File: src/rtl/alert_arbiter.sv
// Round-robin arbiter that shares one alert path between NUM_CH detector channels.
// Optional macro ALERT_ARB_OVERFLOW_EN adds a per-channel overflow output.
module alert_arbiter #(
    parameter int unsigned NUM_CH   = 4,
    parameter int unsigned CHAN_W   = 2,
    parameter int unsigned COOLDOWN = 3,
    parameter int unsigned CNT_W    = 4
) (
    input  logic              clk,
    input  logic              reset,
    input  logic [NUM_CH-1:0] alert_in,
    input  logic              out_ready,
    output logic              out_valid,
    output logic [CHAN_W-1:0] out_chan,
    output logic [NUM_CH-1:0] pending,
    output logic              busy
`ifdef ALERT_ARB_OVERFLOW_EN
    ,
    output logic [NUM_CH-1:0] overflow
`endif
);

    typedef enum logic [1:0] {StIdle, StOffer, StCool} state_e;

    state_e            state_q, state_d;
    logic [NUM_CH-1:0] prev_q, pend_q, pend_d, rise, clr;
    logic [CHAN_W-1:0] chan_q, chan_d, last_q, last_d;
    logic [CHAN_W-1:0] pick, cand;
    logic [CNT_W-1:0]  cnt_q, cnt_d;
    logic              accept, found;

    assign rise   = alert_in & ~prev_q;
    assign accept = (state_q == StOffer) && out_ready;
    assign clr    = accept ? (NUM_CH'(1) << chan_q) : '0;
    // A fresh edge on the channel being cleared keeps it pending.
    assign pend_d = (pend_q & ~clr) | rise;

    // Search starts just after the last grant so it becomes lowest priority.
    always_comb begin
        pick  = '0;
        cand  = '0;
        found = 1'b0;
        for (int unsigned i = 1; i <= NUM_CH; i++) begin
            cand = CHAN_W'((32'(last_q) + i) % NUM_CH);
            if (!found && pend_q[cand]) begin
                pick  = cand;
                found = 1'b1;
            end
        end
    end

    always_comb begin
        state_d = state_q;
        chan_d  = chan_q;
        last_d  = last_q;
        cnt_d   = cnt_q;
        unique case (state_q)
            StIdle: begin
                if (found) begin
                    chan_d  = pick;
                    last_d  = pick;
                    state_d = StOffer;
                end
            end
            StOffer: begin
                if (out_ready) begin
                    if (COOLDOWN == 0) begin
                        state_d = StIdle;
                    end else begin
                        state_d = StCool;
                        cnt_d   = CNT_W'(COOLDOWN);
                    end
                end
            end
            StCool: begin
                cnt_d = cnt_q - CNT_W'(1);
                if (cnt_q == CNT_W'(1)) state_d = StIdle;
            end
            default: state_d = StIdle;
        endcase
    end

    always_ff @(posedge clk or posedge reset) begin
        if (reset) begin
            state_q <= StIdle;
            prev_q  <= '0;
            pend_q  <= '0;
            chan_q  <= '0;
            last_q  <= CHAN_W'(NUM_CH - 1);
            cnt_q   <= '0;
        end else begin
            state_q <= state_d;
            prev_q  <= alert_in;
            pend_q  <= pend_d;
            chan_q  <= chan_d;
            last_q  <= last_d;
            cnt_q   <= cnt_d;
        end
    end

    assign out_valid = (state_q == StOffer);
    assign out_chan  = chan_q;
    assign pending   = pend_q;
    assign busy      = (state_q != StIdle);

`ifdef ALERT_ARB_OVERFLOW_EN
    logic [NUM_CH-1:0] ovf_q, ovf_d;

    // An edge on an already-pending channel is lost unless that channel is being cleared.
    assign ovf_d = (ovf_q | (rise & pend_q)) & ~clr;

    always_ff @(posedge clk or posedge reset) begin
        if (reset) ovf_q <= '0;
        else       ovf_q <= ovf_d;
    end

    assign overflow = ovf_q;
`endif

endmodule

File: config.mk
export PLATFORM = sky130hd
export DESIGN_NAME = alert_arbiter
export DESIGN_NICKNAME = d
export VERILOG_FILES = /design/src/rtl/alert_arbiter.sv
export SDC_FILE = /design/constraint.sdc
export NUM_CORES = 1
export LEC_CHECK = 0
export CAP_MARGIN = 20
export CORE_MARGIN = 2
export CORE_UTILIZATION = 45
export CTS_CLUSTER_DIAMETER = 40
export DETAILED_ROUTE_END_ITERATION = 10
export GPL_TIMING_DRIVEN = 1
export PLACE_DENSITY = 0.82
export SETUP_SLACK_MARGIN = 0.4
export SLEW_MARGIN = 20
export SYNTH_ARGS = -nofsm -noshare
export SYNTH_HDL_FRONTEND = slang
export SYNTH_SLANG_ARGS = --single-unit
File: constraint.sdc
create_clock -name clk -period 1.65 [get_ports clk]
set_input_delay 0.33 -clock clk [delete_from_list [all_inputs] [get_ports clk]]
set_output_delay 0.33 -clock clk [all_outputs]
set_load 0.03 [all_outputs]
# After elaboration in Yosys (flattened, before gate mapping)
# Cells that the tools add are included.
# Widths: inputs -> output; s select.
[totals]
regBits = 18
latch_bits = 0
out_inout_bits = 8
romBits = 0
word_cells = 63
ramBits = 0
inputBits = 7
n_memories = 0
[classes]
div_mod_pow = 0
n_mux = 23
eq_ne = 6
n_reduce_logical = 13
bitwise = 5
shifts = 1
add_sub_neg = 5
n_mul = 0
order_cmp = 4
[ops]
columns = ["cell", "count"]
rows = [
  ["$mux 2", 7],
  ["$lt 2x3->1 const B", 4],
  ["$and 4x4->4", 2],
  ["$bmux 1 s2", 4],
  ["$mux 1", 8],
  ["$mux 4", 2],
  ["$not 4->4", 2],
  ["$pmux 4 s2", 1],
  ["$ne 2x2->1 const B", 3],
  ["$pmux 2 s3", 1],
  ["$add 2x1->2 const B", 2],
  ["$add 2x2->2 const B", 2],
  ["$eq 4x1->1 const B", 1],
  ["$logic_and 1x1->1", 4],
  ["$or 4x4->4", 1],
  ["$reduce_and 2->1", 2],
  ["$reduce_bool 2->1", 2],
  ["$shl 1x2->4 const A", 1],
  ["$sub 4x1->4 const B", 1],
  ["$logic_not 1->1", 3],
  ["$reduce_and 3->1", 1],
  ["$eq 2x1->1 const B", 1],
  ["$eq 2x2->1 const B", 1],
  ["$logic_not 2->1", 1],
]

# Logic depth before layout (Yosys ltp)
# Gate-level depths: netlist of the first run.
[logic_depth]
word_depth = 15
ltp_mapped = 5
mapped_depth_nobuf = 4

# Worst setup path before layout of the first run
# No wires, ideal clock.
[synth_path]
path_type = "reg2reg"
from = "reg pend_q[2] (netlist: pending[2])"
to = "reg chan_q[1] (netlist: out_chan[1])"
path_slack_ns = 0.156
stages_incl_launch_ff = 5
path_buffers = 0
required_time_ns = 1.532
arrival_time_ns = 1.376
setup_time_ns = 0.118
period_less_slack_ns = 1.494
path_cell_list = "dfrtp_1 -> or4_4 -> nand2b_2 -> a221oi_2 -> a21o_1"
[synth_between]
elab_chain_cells = 13
elab_cells_between_ends = 23
classes_between = "mux: 16; reduce/logical: 7"
[synth_rtl]
columns = ["item", "line_no", "source"]
rows = [
  ["start: declaration", "26", "logic [NUM_CH-1:0] prev_q, pend_q, pend_d, rise, clr;"],
  ["start signal: assignment", "94", "pend_q <= pend_d;"],
  ["$bmux 1 s2", "45", "if (!found && pend_q[cand]) begin"],
  ["$mux 1 (not written as such)", "45", ""],
  ["$mux 1", "45", ""],
  ["$logic_not 1->1", "45", ""],
  ["$logic_and 1x1->1", "45", ""],
  ["$mux 1", "45", ""],
  ["$logic_not 1->1", "45", ""],
  ["$logic_and 1x1->1", "45", ""],
  ["$mux 1", "45", ""],
  ["$logic_not 1->1", "45", ""],
  ["$logic_and 1x1->1", "45", ""],
  ["$mux 1", "45", ""],
  ["$reduce_and 2->1 (no source line)", "--", ""],
  ["end signal: assignment", "95", "chan_q <= chan_d;"],
  ["end: declaration", "27", "logic [CHAN_W-1:0] chan_q, chan_d, last_q, last_d;"],
]
# Parallel ways exist; a longest one is shown, timed or not. The select of a mux whose other input is x is not followed.
# A chain may end at the register's enable or synchronous reset.

# Final worst setup path of the first run
[layout_path]
from = "reg state_q[1]"
to = "out busy"
[layout_between]
elab_chain_cells = 1
[layout_rtl]
columns = ["item", "line_no", "source"]
rows = [
  ["start: declaration", "25", "state_e state_q, state_d;"],
  ["start signal: assignment", "85", "state_q <= StIdle;"],
  ["start signal: assignment", "92", "state_q <= state_d;"],
  ["$reduce_bool 2->1", "104", "assign busy = (state_q != StIdle);"],
  ["end: declaration", "16", "output logic busy"],
]
# No other way between the ends.

==> run summary, run 1 <==
The worst setup path is launched from a flop. The number of H-tree levels is 1. The cell area power density is 1960 nW/um^2. The floorplan row count is 15. The final number of hold-violating endpoints is 0. The clock sink count is 18. The shortest period the worst path allows came out at 1.47 ns. The worst supply voltage drop on vdd is 0.895 mV. The CTS tree is built. The run finished with clean final reports. For the pin with the worst max-slew slack, the measured transition is 0.300 ns.

The number of max-slew violations in the final report came to 0. The worst setup path is captured at a primary output. The proportion of synthesized chip area in sequential cells came out at 53.0%. Yosys attributes the largest share of cell area to sky130_fd_sc_hd__dfrtp_1 47%, sky130_fd_sc_hd__dfstp_2 6.1%, sky130_fd_sc_hd__inv_1 4.8%. The post-synthesis compound-gate area fraction came out at 21.7%. The number of placed cells counting well taps came out at 125.

The synthesized net count is 92. The worst setup path is of the reg -> out kind. The global-route usage over all layers is 21.0%. Measured along the x axis, the die boundary spans 47.6 microns. The xor-xnor portion of the synthesized cell area came out at 0%.

At the end of routability-driven placement, the weighted congestion stood at 0.824. The via count of the first global-routing pass is 703. In this run the mean area of a mapped cell was 10.3 sq um. Setup violations remaining at the end of the flow were counted as 0. By count the netlist is led by 16 x sky130_fd_sc_hd__dfrtp_1, 11 x sky130_fd_sc_hd__inv_1, 7 x sky130_fd_sc_hd__nand2_1. The cell area that synthesis handed to floorplanning was 855 sq um. The data required time of the critical path came out at 1.32 ns. The final setup slack of the worst path is 0.183 ns. The main combinational cell family by area after synthesis is compound AO/OA/AOI/OAI gates. The number of search-and-repair iterations in the first detailed-routing pass is 4. The pre-CTS setup slack came out at 0.0839 ns. The number of maximum-capacitance constraint violations came out at 0. The via count is 774.

The total routed wirelength is 2070 microns. Counting flops with an async set or reset pin after synthesis yields a share of 100%. The number of port buffers came out at 14.

For this run the aggregate overflow at the end of global routing stands at 0. Walking the worst path, the cells encountered are or2_4, buf_6. The worst stage delay on the critical path is 0.41 ns. The clock buffer count from CTS is 3. The maximum fanout encountered on the critical timing path came out at 4. The simple logic cell fraction of the synthesized area came out at 15.4%. The die outline area is 2260 sq um. The CTS root buffer is sky130_fd_sc_hd__clkbuf_4. Once detail routing completed, the nets flagged for antenna violations numbered 0. The number of cells in the finished layout apart from fillers came out at 140. Setup repair after global routing could not meet its margin everywhere.

The synthesized netlist devotes 2.93% of its cell area to adder and majority cells. The clock transition at the registers of the reported paths is 0.09 ns. The maximum operating frequency is 682 MHz.

The half-perimeter wire length of the detailed placement result came out at 1310 microns. The number of different library cells in the post-synthesis netlist came out at 32. By instance count, the leading cell after synthesis is sky130_fd_sc_hd__dfrtp_1. The worst path arrival time is 1.14 ns.

The synthesized design contains 18 register bits. For this run, the leading register cell type out of synthesis is sky130_fd_sc_hd__dfrtp_1. The count of flip-flops with a built-in enable after synthesis came out at 0. The class of the tightest hold or removal check is in -> async.

The largest total area in the synthesized netlist belongs to sky130_fd_sc_hd__dfrtp_1. The setup skew after layout came out at 0.00480 ns. The fraction of the cycle the final worst path needs is 88.9%. The clock reaches the later pin of the worst-skew pair after 0.30 ns. The mux contribution to synthesized area came out at 1.17%. The iteration-0 DRC count of the detailed router is 6.

In the final layout, the share of cells above drive strength 1 is 40.9%. After routing, the total negative slack on setup checks comes to 0 ns. The starting density of the core is 48.4%. The static power due to leakage is 0.573 nW. The headroom to the max-slew limit came out at 79.8%.

The pin count of the biggest net entering global routing is 19. The diode insertion count for antenna repair is 0. The detailed-route DRC error count came out at 0.

The initial antenna violation count is 0. Summed over its instances, the top area cell type makes up 46.9% of the synthesized netlist area. Dividing the detail-routed wire length by the instance count gives 14.8 microns.

The number of nets in the finished design came out at 126. On the critical path, the stage with the largest delay is an instance of sky130_fd_sc_hd__dfrtp_1. The chip height came out at 47.6 microns. The deepest clock path buffer count is 2.

Relative to the synthesized area, the layout overhead comes to 41.9%. The global-route wire length before repair is 3280 microns. The synthesis warning total came out at 0. The via count normalized by instance count came out at 5.53. After floorplanning, the core was sized to cover 1760 sq um. The number of cells produced by synthesis is 83. 15 I/O pins were placed.
## what timing repair did
item | in CTS | in global routing
gates resized for setup | 37 | 15
setup buffers | 10 | 2
gates cloned | 0 | 0
endpoints found under the hold margin | 0 | 0
pin swaps | 4 | 1
hold buffers | 0 | 0
setup endpoints to repair | 15 | 15
## state kept, by name, summed over array words and instances, names as in the netlist
register and flops:
out_chan 2, cnt_q 4, pending 4, last_q 2
state_q 2, prev_q 4
## power by group
| group | switching, mW | total [mW] | internal [mW] | leakage, nW |
|---|---|---|---|---|
| clock | 0.124 | 0.209 | 0.0852 | 0.0138 |
| combinational | 0.774 | 1.43 | 0.655 | 0.360 |
| sequential | 0.125 | 0.735 | 0.610 | 0.199 |
## final timing paths
| check | slack, ns | start | endpoint | depth (start not counted) |
|---|---|---|---|---|
| worst max-delay path | 0.18 | state_q[1] | busy | 2 |
| worst min-delay path | 0.33 | reset | state_q[1] | 3 |
| worst max register to register | 0.21 | pending[3] | out_chan[1] | 5 |
| worst min register to register | 0.41 | prev_q[1] | pending[1] | 1 |
| max in group asynchronous | 1.06 | reset | last_q[1] | 3 |
| min in group clk | 0.41 | prev_q[1] | pending[1] | 1 |
## metal layers
layer | GRT usage, % | share of wire, % | vias to the layer above
met1 | 27.0 | 43 | 380
li1 | - | - | 367
met3 | 6.42 | 4.0 | 6
met5 | 0 | 0 | -
met2 | 34.6 | 51 | 21
met4 | 5.95 | 2.0 | 0
## stage by stage
| step | utilization [%] | hold slack [ns] | total power, mW | instance area (sq um) |
|---|---|---|---|---|
| floorplan | - | 0.267 | 1.46 | 862 |
| global placement | 59.9 | 0.400 | 1.80 | 1060 |
| detailed placement | 59.9 | 0.407 | 1.86 | 1060 |
| CTS | 65.7 | 0.342 | 2.24 | 1160 |
| global route | 68.7 | 0.351 | 2.54 | 1210 |
| finish | 68.7 | 0.334 | 2.37 | 1210 |
## kinds of logic (layout without fill, tap and decap cells)
kind of cell / count (synthesis) / in the layout
AOI/OAI and AO/OA: 26 / 26
and+or+nand+nor: 23 / 23
DFF: 18 / 18
buffers and inverters: 13 / 45
adders and majority gates: 2 / 2
muxes: 1 / 1
## cells in the final DEF, fill, tap and decap left out, types with 3 or more instances in the layout
cell type | netlist | final
sky130_fd_sc_hd__inv_1 | 11 | 11
sky130_fd_sc_hd__nand2_1 | 7 | 6
sky130_fd_sc_hd__buf_4 | 0 | 13
sky130_fd_sc_hd__clkbuf_4 | 0 | 3
sky130_fd_sc_hd__o21a_1 | 3 | 3
sky130_fd_sc_hd__dfrtp_1 | 16 | 12
sky130_fd_sc_hd__a21oi_1 | 5 | 5
sky130_fd_sc_hd__buf_6 | 0 | 8
sky130_fd_sc_hd__o221ai_1 | 3 | 3
sky130_fd_sc_hd__buf_2 | 1 | 3
sky130_fd_sc_hd__o22ai_1 | 3 | 3
sky130_fd_sc_hd__clkdlybuf4s50_1 | 0 | 6
sky130_fd_sc_hd__dfrtp_2 | 0 | 4
## cell type report
class / count / area, sq um
fill: 140 / 552
sequential: 18 / 458
multi-input combinational: 52 / 392
timing repair buffer: 31 / 268
inverter: 11 / 41.3
tap: 25 / 31.3
clock buffer: 3 / 22.5
## critical path, delay by kind of cell, from the launching register on
family        cells  cell delay, ns
simple gates      1            0.28
buf+inv           1            0.14
flops             1            0.41
(Power assumes the default switching activity.)
==> inputs of run 2 (changes only) <==
- GPL_ROUTABILITY_DRIVEN: unset -> 0
==> results of run 2 <==
Same layout as run 1: the final DEF is identical, and so are final timing and power.
